$ cat config.mk
export PLATFORM = sky130hd
export DESIGN_NAME = gpia_port
export DESIGN_NICKNAME = d
export VERILOG_FILES = /design/src/rtl/gpia_port.sv
export SDC_FILE = /design/constraint.sdc
export NUM_CORES = 1
export LEC_CHECK = 0
export CAP_MARGIN = 40
export CORE_ASPECT_RATIO = 0.8
export CORE_MARGIN = 2
export CORE_UTILIZATION = 30
export CTS_CLUSTER_SIZE = 20
export DETAILED_ROUTE_END_ITERATION = 8
export DONT_BUFFER_PORTS = 1
export SLEW_MARGIN = 20
export SYNTH_ARGS = -nofsm -noshare
export SYNTH_HDL_FRONTEND = slang
export SYNTH_SLANG_ARGS = --single-unit
$ cat constraint.sdc
create_clock -name clk_i -period 3.4 [get_ports clk_i]
set_clock_uncertainty 0.15 [all_clocks]
set_input_delay 0.68 -clock clk_i [delete_from_list [all_inputs] [get_ports clk_i]]
set_output_delay 0.68 -clock clk_i [all_outputs]
set_load 0.01 [all_outputs]
$ cat src/rtl/gpia_port.sv
// General-purpose I/O port: 4-mode output latch, 2-flop input sync, per-bit edge status, maskable irq.
// Latency: Wishbone access acked 1 clock after request (2 clocks per access); pin->IN 2 clocks, pin->EDGE 3, ->irq 4.
// Backpressure: none beyond the single wait state; a new request is only accepted while ack_o is low.
module gpia_port #(
    parameter int WIDTH = 16
) (
    input  logic             clk_i,
    input  logic             res_i,
    input  logic             cyc_i,
    input  logic             stb_i,
    input  logic             we_i,
    input  logic [2:0]       adr_i,
    input  logic [WIDTH-1:0] dat_i,
    output logic [WIDTH-1:0] dat_o,
    output logic             ack_o,
    input  logic [WIDTH-1:0] pin_i,
    output logic [WIDTH-1:0] q_o,
    output logic             irq_o
);

    logic [WIDTH-1:0] r_q;
    logic [WIDTH-1:0] r_s1;
    logic [WIDTH-1:0] r_s2;
    logic [WIDTH-1:0] r_s3;
    logic [WIDTH-1:0] r_sts;
    logic [WIDTH-1:0] r_mask;
    logic [WIDTH-1:0] r_pol;
    logic [WIDTH-1:0] r_dat;
    logic             r_ack;
    logic             r_irq;
    logic [1:0]       r_settle;

    logic             w_req;
    logic             w_wr;
    logic [WIDTH-1:0] w_ev;
    logic [WIDTH-1:0] w_rd;
    logic [WIDTH-1:0] w_w1c;
    logic [WIDTH-1:0] w_q_nxt;

    always_comb begin
        w_req = cyc_i & stb_i & ~r_ack;
        w_wr  = w_req & we_i;

        // Events are suppressed until the synchroniser has been filled from real pin values.
        w_ev = '0;
        if (r_settle == 2'd3) begin
            w_ev = (r_pol & r_s2 & ~r_s3) | (~r_pol & ~r_s2 & r_s3);
        end

        case (adr_i)
            3'd0, 3'd1, 3'd2, 3'd3: w_rd = r_q;
            3'd4:                   w_rd = r_s2;
            3'd5:                   w_rd = r_sts;
            3'd6:                   w_rd = r_mask;
            default:                w_rd = r_pol;
        endcase

        w_q_nxt = r_q;
        if (w_wr) begin
            case (adr_i)
                3'd0:    w_q_nxt = dat_i;
                3'd1:    w_q_nxt = r_q | dat_i;
                3'd2:    w_q_nxt = r_q & ~dat_i;
                3'd3:    w_q_nxt = r_q ^ dat_i;
                default: w_q_nxt = r_q;
            endcase
        end

        w_w1c = '0;
        if (w_wr && (adr_i == 3'd5)) begin
            w_w1c = dat_i;
        end
    end

    always_ff @(posedge clk_i) begin
        if (res_i) begin
            r_q      <= '0;
            r_s1     <= '0;
            r_s2     <= '0;
            r_s3     <= '0;
            r_sts    <= '0;
            r_mask   <= '0;
            r_pol    <= '0;
            r_dat    <= '0;
            r_ack    <= 1'b0;
            r_irq    <= 1'b0;
            r_settle <= 2'd0;
        end else begin
            r_s1  <= pin_i;
            r_s2  <= r_s1;
            r_s3  <= r_s2;
            r_q   <= w_q_nxt;
            // A fresh event wins over a simultaneous clear of the same bit.
            r_sts <= (r_sts & ~w_w1c) | w_ev;
            r_irq <= |(r_sts & r_mask);
            r_ack <= w_req;
            if (r_settle != 2'd3) begin
                r_settle <= r_settle + 2'd1;
            end
            if (w_req) begin
                r_dat <= w_rd;
            end
            if (w_wr && (adr_i == 3'd6)) begin
                r_mask <= dat_i;
            end
            if (w_wr && (adr_i == 3'd7)) begin
                r_pol <= dat_i;
            end
        end
    end

    assign dat_o = r_dat;
    assign ack_o = r_ack;
    assign q_o   = r_q;
    assign irq_o = r_irq;

endmodule
**Word-level counts from Yosys, hierarchy flattened**

Cells that the tools add are included.

- Bits in read-only memories: 0
- Memories kept: 0
- Latch bits: 0
- Bits in writable memories: 0
- Output and inout bits: 34
- Register bits after elaboration: 132

- Shift-type cells: 0
- Reductions and logical operators: 8
- Mux-type cells: 4
- $lt $le $gt $ge: 0
- Div/mod/pow operators: 0
- Equal/unequal tests: 9
- Bitwise logic cells: 20
- Add/sub/neg operators: 1
- Multiply operators: 0

Operator list:

| cell | number |
|---|---|
| one-hot mux 16 bit (4 select lines) | 2 |
| AND 16 bit | 7 |
| NOT 16 bit | 5 |
| bitwise OR 16 bit | 3 |
| 2-to-1 mux 16 bit | 2 |
| OR reduction 16 bit | 1 |
| XOR 16 bit | 1 |
| equality test 3 bit (second input constant) | 4 |
| equality test 3 x 2 -> 1 bit (second input constant) | 2 |
| nonzero test 4 bit | 1 |
| OR reduction 4 bit | 1 |
| AND 1 bit | 3 |
| equality test 3 x 1 -> 1 bit (second input constant) | 1 |
| logical AND 1 bit | 3 |
| zero test 3 bit | 1 |
| adder 2 x 1 -> 2 bit (second input constant) | 1 |
| equality test 2 bit (second input constant) | 1 |
| inequality test 2 bit (second input constant) | 1 |
| AND reduction 2 bit | 1 |
| NOT 1 bit | 1 |

**Longest topological paths before layout**

Gate-level depths: netlist of the first run.

- Depth in word-level cells: 8
- Depth in mapped cells: 7
- Gate-level depth less buffers: 5

**Worst setup path before layout of the first run**

No wires, ideal clock.

- Kind: input to register
- Start point: input port adr_i[0]
- End point: register r_mask[10]
- Data required time: 3122 ps
- Cell stages on the path: 7
- Library setup time: 128 ps
- Arrival: 1783 ps
- Setup slack: 1339 ps
- Path through: buf_6 nand2b_4 buf_6 nor3_4 buf_8 mux2i_1 nor2_1

- Cells in the longest elaborated chain, start to end: 2

Ends and longest elaborated chain:

| item | RTL line | RTL |
|---|---|---|
| start, declared | 12 | `input logic [2:0] adr_i,` |
| equality test 3 bit | 103 | `if (w_wr && (adr_i == 3'd6)) begin` |
| logical AND 1 bit | 103 |  |
| end signal, assigned | 104 | `r_mask <= dat_i;` |
| end, declared | 26 | `logic [WIDTH-1:0] r_mask;` |

No other way between the ends.
A chain may end at the register's enable or synchronous reset.

**Worst setup path after layout of the first run**

- Start point: register r_ack, in the netlist ack_o
- End point: register r_sts[6]

- Cells in the longest elaborated chain, start to end: 8

Ends and longest elaborated chain:

| item | RTL line | RTL |
|---|---|---|
| start, declared | 29 | `logic r_ack;` |
| start signal, assigned | 96 | `r_ack <= w_req;` |
| NOT 1 bit | 41 | `w_req = cyc_i & stb_i & ~r_ack;` |
| AND 1 bit | 41 |  |
| AND 1 bit | 42 | `w_wr = w_req & we_i;` |
| logical AND 1 bit | 70 | `if (w_wr && (adr_i == 3'd5)) begin` |
| 2-to-1 mux 16 bit | 70 |  |
| NOT 16 bit | 94 | `r_sts <= (r_sts & ~w_w1c) \| w_ev;` |
| AND 16 bit | 94 |  |
| bitwise OR 16 bit | 94 |  |
| end signal, assigned | 94 |  |
| end, declared | 25 | `logic [WIDTH-1:0] r_sts;` |

No other way between the ends.

==> flow_results.org, run 1 <==
** Outcome
- Run status :: finished clean

** Placed design
- Buffers on Ports :: 0
- Placed cell count :: 866
- Dpl hpwl :: 10,800 µm
- Minimum setup slack after placement :: 1.204 ns
- The congestion estimate from routability-driven global placement came to 0.7802.

** Finish
- For this run, the post-layout net count is 694.
- Counting the fill cells in the layout gives 1,985.
- From synthesis to final layout, the design area changed by 13.36%.
- Count of non-filler cells in the finished layout :: 903
- In the final layout, the share of cells above drive strength 1 is 11.83%.

** Clock tree
- CTS resizes :: 0
- Total number of H-tree levels :: 4
- For this design, the sink count on the clock tree is 132.
- Counting the buffers created by CTS gives 17.
- Root buffer cell :: clkbuf_16
- Clock-pin transition on the worst setup and hold timing paths :: 0.06 ns
- Setup bufs post-CTS :: 0
- TritonCTS built the clock tree.
- Cts hold-fix bufs :: 0
- Maximum buffer depth of the clock tree :: 2
- Insertion delay of the later-clocked pin in the worst-skew pair :: 0.43 ns

** Pwr
- Across the VDD grid, the largest voltage drop is 0.3746 mV.
- Cell area power density :: 545.5 nW/µm²
- Total leakage power :: 0.002625 µW

** Synthesis
- In the synthesized netlist the async set-or-reset flop fraction comes to 0%.
- In the synthesized netlist the dominant register cell turns out to be dfxtp_1.
- The number of nets handed over by synthesis was 708.
- Fraction of the yosys area taken by sequential cells :: 43.89%
- The number of different library cells used by synthesis comes to 33.
- Number of enable flip-flop cells after synthesis :: 0
- Flip-flop and latch count after synthesis :: 132
- After synthesis the cells add up to 6021 µm².
- Syn Inst Count :: 635
- The Yosys step of the flow raised 0 warnings.
- Mean post-synth cell area :: 9.482 µm²

** Flow run
- The tool flagged a number of max-cap violations equal to 0.

** Critical path
- CP Capture Type :: flip-flop
- The worst setup path is launched from a flip-flop.
- In this run the worst path has a maximum fanout of 16.
- The critical path is of the flip-flop to flip-flop type.
- Data required time of the worst path :: 3.56 ns
- Worst EP arrival :: 2.15 ns
- Reg-to-reg endpoint :: r_sts[6]
- Counting cells, the worst reg-to-reg path comes to 4.
- Setup slack of the most critical reg-to-reg path :: 1.41 ns
- The worst register-to-register path begins at ack_o.

** Drt
- In the routed layout, each cell is associated on average with a via count of 4.843.
- Vias post-DR :: 4,373
- In this run the remaining antenna-violating nets after routing total 0.
- The final layout contains routed wiring with a total length of 15,340 µm.
- DRC violation count after routing :: 0
- After detailed routing, the average wire length per cell comes to 16.99 µm.
- Iter 0 DRT Violations :: 543
- The first TritonRoute pass finished after 5 iterations.

** STA
- The number of hold violations in the final report was 0.
- Static timing analysis puts the maximum clock frequency at 502.6 MHz.
- Slew margin rel. :: 51.04%
- Setup repair after global routing left no endpoint under its margin.
- The clock period could shrink to 1.990 ns.
- Setup violations remaining at the end of the flow were counted as 0.
- Post-Route Hold Slack :: 0.1868 ns
- Final worst-path cycle share :: 58.52%
- Measured slew at the worst slew-check pin :: 0.7321 ns
- Number of pins with negative max-slew slack in the final report :: 0
- Setup total negative slack :: 0 ns
- After layout, the worst setup slack is 1.410 ns.

** GRT
- The first global-routing pass estimated 24,450 µm of wire.
- GRT Total Usage :: 15.20%
- Maximum number of pins on one net before global-route repair :: 90
- Congestion Overflow GR :: 0
- Number of global-route vias before repair :: 4,165
- Initial antenna violation count :: 6

** Hold path
- Worst Hold End :: r_pol[4]
- In this run the most critical hold path is launched from res_i.
- The worst hold path belongs to the class input pin to flip-flop.
- Hold depth :: 1

** Floorplanning
- Effective utilization at floorplan :: 30.50%
- Total Die Area :: 21,230 µm²
- Number of placement rows :: 46
- The region available for standard cell placement spans 19,740 µm².
- Vertical die dimension :: 130.7 µm
- In this run the count of I/O pins placed on the die edge is 74.
- Die X :: 162.4 µm
[cell type report]
type	instances	area, µm²	share of cell area (%)
Clock buffer	23	488.0	7.149
Clock inverter	9	125.1	1.833
Sequential cell	132	2643	38.72
Antenna cell	5	12.51	0.1833
Tap cell	264	330.3	4.840
Multi-Input combinational cell	414	2998	43.92
Timing Repair Buffer	5	37.54	0.5500
Inverter	51	191.4	2.805
[report_power, final]
group / internal (µW) / leakage (µW) / switching, µW / total [µW]
Sequential: 1590 / 0.00107 / 38.8 / 1630
Clock: 1220 / 0.000299 / 674 / 1900
Combinational: 104 / 0.00125 / 89.8 / 194
Total: 2920 / 0.00262 / 802 / 3720
[cell usage after synthesis (3+ instances only)]
| library cell | number | area (µm²) |
|---|---|---|
| nand2_1 | 98 | 367.9 |
| mux4_2 | 16 | 360.4 |
| a22o_1 | 35 | 306.5 |
| nor2b_1 | 49 | 306.5 |
| inv_1 | 51 | 191.4 |
| o22ai_1 | 32 | 200.2 |
| a32o_1 | 16 | 160.2 |
| mux2i_1 | 17 | 170.2 |
| mux2_2 | 16 | 180.2 |
| a21oi_1 | 16 | 80.08 |
| a221oi_1 | 3 | 26.28 |
| nor2_1 | 52 | 195.2 |
| ha_1 | 33 | 412.9 |
| buf_2 | 10 | 50.05 |
| o21ai_0 | 16 | 80.08 |
| clkbuf_1 | 21 | 78.83 |
| dfxtp_1 | 132 | 2643 |
[sequential cells by signal (all words and copies together) (netlist names)]
| signal | cells |
|---|---|
| dat_o | 16 |
| ack_o | 1 |
| r_s3 | 16 |
| q_o | 16 |
| r_sts | 16 |
| r_settle | 2 |
| r_pol | 16 |
| r_s2 | 16 |
| r_mask | 16 |
| irq_o | 1 |
| r_s1 | 16 |
[how the worst max path moves through the flow]
stage,startpoint,end,slack [ns],cells past startpoint
5_1_grt,ack_o,r_sts[13],1.30,4
2_1_floorplan,adr_i[0],r_mask[10],1.34,7
6_report,ack_o,r_sts[6],1.41,4
4_1_cts,ack_o,r_sts[6],1.43,4
3_3_place_gp,cyc_i,r_sts[15],1.24,4
3_5_place_dp,cyc_i,r_sts[6],1.20,4
[per-layer routing]
| metal | track usage, % | share of wire (%) | vias to the layer above |
|---|---|---|---|
| met4 | 5.830 | 1.8 | 2 |
| met2 | 20.48 | 40 | 148 |
| met1 | 21.96 | 50 | 2040 |
| met5 | 0 | 0.10 | - |
| met3 | 5.366 | 8.1 | 20 |
| li1 | - | - | 2163 |
[cells by family (layout without fill, tap and decap cells)]
logic type / Yosys count / count (layout) / synth area share (%)
other cells: 0 / 5 / 0
fa+ha+maj: 33 / 33 / 6.858
buf+inv: 89 / 88 / 6.317
xor+xnor: 1 / 1 / 0.1455
flops: 132 / 132 / 43.89
compound gates: 122 / 122 / 14.63
mux: 49 / 49 / 11.80
simple gates: 209 / 209 / 16.36
[critical path, stage by stage (launching register included)]
cell	delay [ns]
dfxtp_1	0.36
nand4b_4	0.28
nor3_4	0.66
nand2_1	0.14
a32o_1	0.28
[through the flow]
| step | total power [µW] | area, µm² | utilization (%) |
|---|---|---|---|
| CTS | 3749 | 6813 | 34.51 |
| detailed placement | 1858 | 6200 | 31.40 |
| global route | 3854 | 6825 | 34.57 |
| global placement | 1851 | 6200 | 31.40 |
| floorplan | 1849 | 6021 | - |
| finish | 3723 | 6825 | 34.57 |
[cells in the final DEF (no fill, tap or decap), types with 2 or more instances in the layout]
cell	synthesis	final
nor2b_1	49	49
clkbuf_16	0	17
dfxtp_1	132	132
clkbuf_1	21	2
o22ai_1	32	32
nand2_1	98	98
a21oi_1	16	16
a32o_1	16	16
a31oi_1	2	2
a22o_1	35	35
mux4_2	16	16
clkinv_2	0	4
nor3_4	2	2
diode_2	0	5
o21ai_0	16	16
bufinv_16	0	3
clkinvlp_4	0	2
inv_1	51	51
mux2_2	16	16
clkbuf_8	0	4
a221oi_1	3	3
mux2i_1	17	17
buf_4	2	5
nor2_1	52	52
ha_1	33	33
a22oi_1	2	2
Note: power is estimated with default switching activity, not from simulation.
==> run 2, diff against run 1 <==
==> constraint.sdc (replaced) <==
create_clock -name clk_i -period 1.8 [get_ports clk_i]
set_clock_uncertainty 0.15 [all_clocks]
set_input_delay 0.36 -clock clk_i [delete_from_list [all_inputs] [get_ports clk_i]]
set_output_delay 0.36 -clock clk_i [all_outputs]
set_load 0.01 [all_outputs]
==> run 2 against run 1 <==
Effect of this change: critical path depth is the same; register-to-register slack lost 1.3 ns; clock power grew 74%; power grew 85%; combinational power grew to 2.7 times the previous value; via count grew 8.0%; hold slack lost 0.17 ns; wire length grew 7.3%.
==> flow_results.org, run 2 (same netlist as run 1, synthesis figures left out) <==
** Outcome
- The flow ran to the end, and the final reports show no timing, DRC or antenna violations.

** Critical path
- Critical-path cell with the highest stage delay :: mux4_2
- Along the worst path, the maximum fanout reaches 5.
- Counting both buffers and inverters, the worst setup path holds a total of 1.
- Worst Setup Start Kind :: flip-flop
- Ordered cell list for the critical path :: inv_1, ha_1, mux4_2, a22o_1
- Levels on crit path :: 4
- The worst setup path is captured at a flip-flop.
- The number of cells on the worst reg-to-reg path is 4.
- STA puts the critical path data required time at 1.96 ns.
- Following the worst setup path forward leads to its endpoint at q_o[3].
- Timing startpoint of the critical path :: q_o[3]
- Reg-to-reg endpoint :: q_o[3]
- The worst setup path is of the flip-flop to flip-flop kind.
- Worst EP arrival :: 1.83 ns
- The largest single stage delay on the critical path is 0.47 ns.
- The startpoint identified for the worst register-to-register timing path is q_o[3].
- Across all register-to-register paths, the minimum setup slack is 0.13 ns.
- Among cell families on the critical path, the largest total delay comes from multiplexers.

** Finish
- The top cell types in the final layout, fill and taps aside, are dfxtp_1, nand2_1, nor2_1.
- Fill cells :: 1,955
- Share of post-route cells with drive strength above 1 :: 14.00%
- Nets :: 771
- Relative to the synthesized area, the layout overhead comes to 24.98%.
- Most common cell after layout, fill and taps aside :: dfxtp_1
- Area used by multi-input combinational logic :: 2998 µm²
- Summing all flip-flop and latch instances after layout gives 2643 µm².
- The finished cells cover 7525 µm².

** Floorplanning
- Effective utilization at floorplan :: 30.50%
- Die X :: 162.4 µm
- The floorplan step set the die height to 130.7 µm.
- The floorplan step defined a die boundary enclosing 21,230 µm².
- In this run the count of I/O pins placed on the die edge is 74.
- Number of placement rows :: 46
- Core ar. :: 19,740 µm²

** Drt
- Wires add up to 16,460 µm.
- In the routed design, unresolved DRC markers number 0.
- Antenna-violating nets left :: 0
- Before antenna repair, the detailed router went through 5 iterations.
- Across all layers, the routed design uses 4,723 vias.
- Vias per inst :: 4.854
- After detailed routing, the average wire length per cell comes to 16.92 µm.
- Iter 0 DRT Violations :: 284

** STA
- The number of hold violations in the final report came to 0.
- Subtracting the final worst setup slack from the clock period gives 1.673 ns.
- Number of pins with negative max-slew slack in the final report :: 0
- Setup repair after global routing left no endpoint under its margin.
- Slew margin rel. :: 46.30%
- Setup total negative slack :: 0 ns
- For the pin with the worst max-slew slack, the measured transition is 0.8029 ns.
- Static timing analysis puts the maximum clock frequency at 597.8 MHz.
- In the finished design, the share of the clock period the worst path needs comes to 92.94%.
- Count of final setup violators :: 0

** GRT
- Across every metal layer, demand over resource in global routing totals 16.24%.
- Number of global-route vias before repair :: 4,669
- For this run the aggregate overflow at the end of global routing stands at 0.
- Maximum number of pins on one net before global-route repair :: 64
- The initial antenna violation count is 3.
- Wire length of the first global-routing pass :: 26,190 µm

** Placed design
- GP Congestion :: 0.7543
- Summing all placed instances gives a cell area of 6432 µm².
- Dpl hpwl :: 10,410 µm
- Input and output buffers added on the ports amount to 0.

** Clock tree
- Insertion delay of the later-clocked pin in the worst-skew pair :: 0.42 ns
- After clock tree synthesis, the clock-pin slew on the worst setup and hold paths is 0.06 ns.
- Number of sinks handled by clock tree synthesis :: 132
- The number of setup buffers added after CTS is 0.
- Clock tree synthesis inserted a total of 17 buffers.
- Root buffer cell :: clkbuf_16
- TritonCTS built the clock tree.
- Total number of H-tree levels :: 4
- Maximum buffer depth of the clock tree :: 2

** Hold path
- The worst hold path belongs to the class input pin to flip-flop.
- The worst hold path begins at dat_i[14].

** Flow run
- Across the run, the number of max-cap violations was 0.

** Pwr
- Total leakage power :: 0.003015 µW
- Cell area power density :: 917.1 nW/µm²
- Worst-case vdd ir drop :: 0.7242 mV
## run 2: power breakdown
part / switching, µW / internal [µW]
registers: 65.9 / 3010
logic: 240 / 284
clock network: 1220 / 2080
## run 2: per-stage QoR
stage               worst slack [ns]  instances  util [%]  total power, µW  hold WS (ns)
floorplan                    0.05909        635         -             3493        0.2638
global placement              0.1871        892     32.58             3520        0.2706
detailed placement            0.1402        892     32.58             3531        0.2776
CTS                           0.1331        971     38.09             6946      0.003052
global route                 0.05031        971     38.09             7151       0.01972
finish                        0.1271        973     38.12             6901       0.01982
## run 2: routing by layer
| layer | global-route usage, % | wire [µm] | vias to the layer above |
|---|---|---|---|
| li1 | - | - | 2309 |
| met1 | 21.05 | 7701 | 2223 |
| met2 | 24.73 | 7088 | 161 |
| met3 | 5.713 | 1361 | 28 |
| met4 | 6.819 | 304 | 2 |
| met5 | 0 | 7 | - |
## run 2: how the worst min path moves through the flow
| stage | slack (ns) | end | depth (start not counted) |
|---|---|---|---|
| detailed placement | 0.28 | r_s2[4] | 1 |
| CTS | 0.003 | r_sts[14] | 2 |
| floorplan | 0.26 | r_s2[0] | 1 |
| global placement | 0.27 | r_s2[13] | 1 |
| global route | 0.02 | r_sts[6] | 2 |
| finish | 0.02 | r_sts[14] | 2 |
## run 2: worst register-to-register path: cells and delay by family, from the launching register on
family / cells / cell delay, ns
mux: 1 / 0.47
buf+inv: 1 / 0.07
compound gates: 1 / 0.19
flops: 1 / 0.43
fa+ha+maj: 1 / 0.26
## run 2: area by class of cell
type / count / share of cell area (%)
diodes: 2 / 0.06651
clock buffers: 24 / 6.801
clock inverters: 4 / 0.6319
inverters: 51 / 2.544
multi-input cells: 414 / 39.84
flip-flops and latches: 132 / 35.12
well taps: 264 / 4.390
repair buffers: 82 / 10.61
## run 2: what timing repair did
action / 4_1_cts / 5_1_grt
hold buffers: 51 / 0
hold endpoints to repair: 113 / 0
gates resized for setup: 0 / 0
==> run 3, diff against run 2 <==
--- a/config.mk
+++ b/config.mk
@@ -12,6 +12,7 @@
 export CTS_CLUSTER_SIZE = 20
 export DETAILED_ROUTE_END_ITERATION = 8
 export DONT_BUFFER_PORTS = 1
+export PLACE_DENSITY_LB_ADDON = 0.3
 export SLEW_MARGIN = 20
 export SYNTH_ARGS = -nofsm -noshare
 export SYNTH_HDL_FRONTEND = slang
==> run 3 against run 2 <==
Effect of this change: count of clock-buffer cells in the layout fell by 1; hold slack worse by 0.0077 ns; clock power up 15%; critical endpoint is now q_o[13]; largest power group unchanged; highest routed layer is now met4.
==> flow_results.org, run 3 (same netlist as run 1, synthesis figures left out) <==
** STA
- Slew margin rel. :: 48.94%
- Setup total negative slack :: 0 ns
- The max-slew violation count was 0.
- Setup violations remaining at the end of the flow were counted as 0.
- Time the final worst path needs with I/O delays and setup :: 1.690 ns
- The number of hold violations in the final report is 0.
- Final worst-path cycle share :: 93.88%
- Highest attainable clock frequency :: 591.8 MHz
- Setup repair after global routing left no endpoint under its margin.
- Measured slew at the worst slew-check pin :: 0.7633 ns

** GRT
- Met1 Resource Use GR :: 24.48%
- Global routing used 26.86% of the available met2 tracks.
- GRT Total Usage :: 17.57%
- Maximum number of pins on one net before global-route repair :: 63
- Number of global-route vias before repair :: 4,786
- The first global-routing pass estimated 28,010 µm of wire.
- The initial antenna violation count came to 0.
- Global Route met3 Usage :: 4.861%
- In this run the most used layer during global routing was met2.
- Congestion Overflow GR :: 0

** Floorplanning
- In this run the core area contains 46 standard-cell rows.
- Effective utilization at floorplan :: 30.50%
- From bottom edge to top edge, the die measures 130.7 µm.
- Die X :: 162.4 µm
- In this run the count of I/O pins placed on the die edge is 74.
- The die covers 21,230 µm².
- Core ar. :: 19,740 µm²

** Drt
- Dividing the detail-routed via count by the number of cells gives 5.056.
- Final wirelength :: 18,250 µm
- The detail route stage leaves a number of antenna-violating nets equal to 0.
- The first detailed-routing pass ran for 5 iterations.
- The detailed router finished its first iteration with 401 violations.
- Post-DR wirelength/cell :: 18.58 µm
- Vias post-DR :: 4,965
- DRC violation count after routing :: 0

** Critical path
- Highest fanout seen on the critical path :: 5
- Data required time of the worst path :: 1.96 ns
- Worst Setup Start Kind :: flip-flop
- CP Capture Type :: flip-flop
- The critical path goes through inv_1, ha_1, mux4_2, a22o_1.
- At the worst endpoint, the arrival time is 1.85 ns.
- Critical-path cell with the highest stage delay :: mux4_2
- On the worst path, the slowest cell contributes a delay of 0.46 ns.
- Worst setup path category :: flip-flop to flip-flop

** Clock tree
- Insertion delay of the later-clocked pin in the worst-skew pair :: 0.42 ns
- Clock-pin slew was measured on the worst setup and hold paths at 0.06 ns.
- Maximum buffer depth of the clock tree :: 2
- Cts bufs inserted :: 17
- CTS built an H-tree with a depth of 4.
- The tree is rooted in a clkbuf_16.
- Clock tree from TritonCTS :: done
- The number of setup buffers added after CTS is 0.
- For this design, the sink count on the clock tree is 132.

** Outcome
- The run finished with clean final reports.

** Pwr
- Worst-case vdd ir drop :: 0.4594 mV
- Total leakage power :: 0.003090 µW
- Summing internal, switching and leakage power gives 7422 µW.
- For this design the ratio of total power to cell area is 967.5 nW/µm².

** Finish
- At the end of the flow, the number of nets in the layout was 778.
- Once layout is complete, the utilization of the core stands at 38.86%.
- # diodes :: 0
- Of the cells placed in the final design, the portion with a size suffix greater than 1 is 14.62%.
- Leaving out fill and tap cells, the most frequent cell in the layout is dfxtp_1.
- From synthesis to final layout, the design area changed by 27.41%.
- After filler insertion, the fill cell instance count of the layout stands at 1,941.
- Most frequent cells in the layout :: dfxtp_1, nand2_1, dlygate4sd3_1

** Placed design
- Dpl hpwl :: 11,340 µm
- Buffers on Ports :: 0
- Routability-driven placement finished with a final weighted congestion of 0.7748.

** Hold path
- The tightest min-delay check is of the input pin to flip-flop type.

** Flow run
- Number of violations of the max-capacitance limit :: 0
[run 3: cell types whose count changed in the layout (fill, tap and decap cells not counted), sizes merged]
| cell | delta |
|---|---|
| buf | +2 |
| bufinv | +3 |
| clkinv | +2 |
| dlygate4sd3 | +5 |
| clkbuf | -1 |
| diode | -2 |
[run 3: repair_timing]
item	4_1_cts	5_1_grt
gates resized for setup	0	0
hold buffers	56	0
setup endpoints to repair	0	0
hold endpoints to repair	99	0
[run 3: area by class of cell]
| class | count | area (µm²) | share of cell area, % |
|---|---|---|---|
| Clock inverter | 9 | 147.6 | 1.925 |
| Clock buffer | 23 | 498.0 | 6.492 |
| Inverter | 51 | 191.4 | 2.496 |
| Sequential cell | 132 | 2643 | 34.45 |
| Tap cell | 264 | 330.3 | 4.306 |
| Multi-Input combinational cell | 414 | 2998 | 39.08 |
| Timing Repair Buffer | 89 | 863.3 | 11.25 |
[run 3: worst max-delay path: cells and delay by family, from the launching register on]
kind,cells,cell delay [ns]
multiplexers,1,0.46
buffers and inverters,1,0.07
AO/OA/AOI/OAI,1,0.19
flip-flops,1,0.43
adder cells (fa/ha/maj),1,0.27
[run 3: path summary, 6_finish.rpt]
check | startpoint | endpoint | slack (ns) | depth (start not counted)
setup / recovery | q_o[13] | q_o[13] | 0.11 | 4
hold reg to reg | r_s1[5] | r_s2[5] | 0.29 | 1
hold / removal | dat_i[0] | r_sts[0] | 0.01 | 2
setup reg to reg | q_o[13] | q_o[13] | 0.11 | 4
[run 3: per-layer routing]
layer	part of all wire (%)	vias up	wire length (µm)
li1	-	2326	-
met1	49	2443	8887
met2	43	176	7767
met3	7.4	20	1354
met4	1.3	0	236
met5	0	-	0
[run 3: report_power, final]
| part | internal, µW | total (µW) | switching [µW] |
|---|---|---|---|
| Clock | 2500 | 3800 | 1310 |
| Sequential | 3010 | 3080 | 71.2 |
| Combinational | 292 | 540 | 247 |
| Total | 5790 | 7420 | 1630 |
[run 3: metrics by stage]
step	cells	cell area [µm²]	setup WS (ns)	hold WS, ns
floorplan	635	6021	0.05909	0.2638
global placement	894	6447	0.1564	0.2748
detailed placement	894	6447	0.1159	0.2749
CTS	982	7671	0.1113	0.0008093
finish	982	7671	0.1102	0.01213
global route	982	7671	0.05151	0.001787
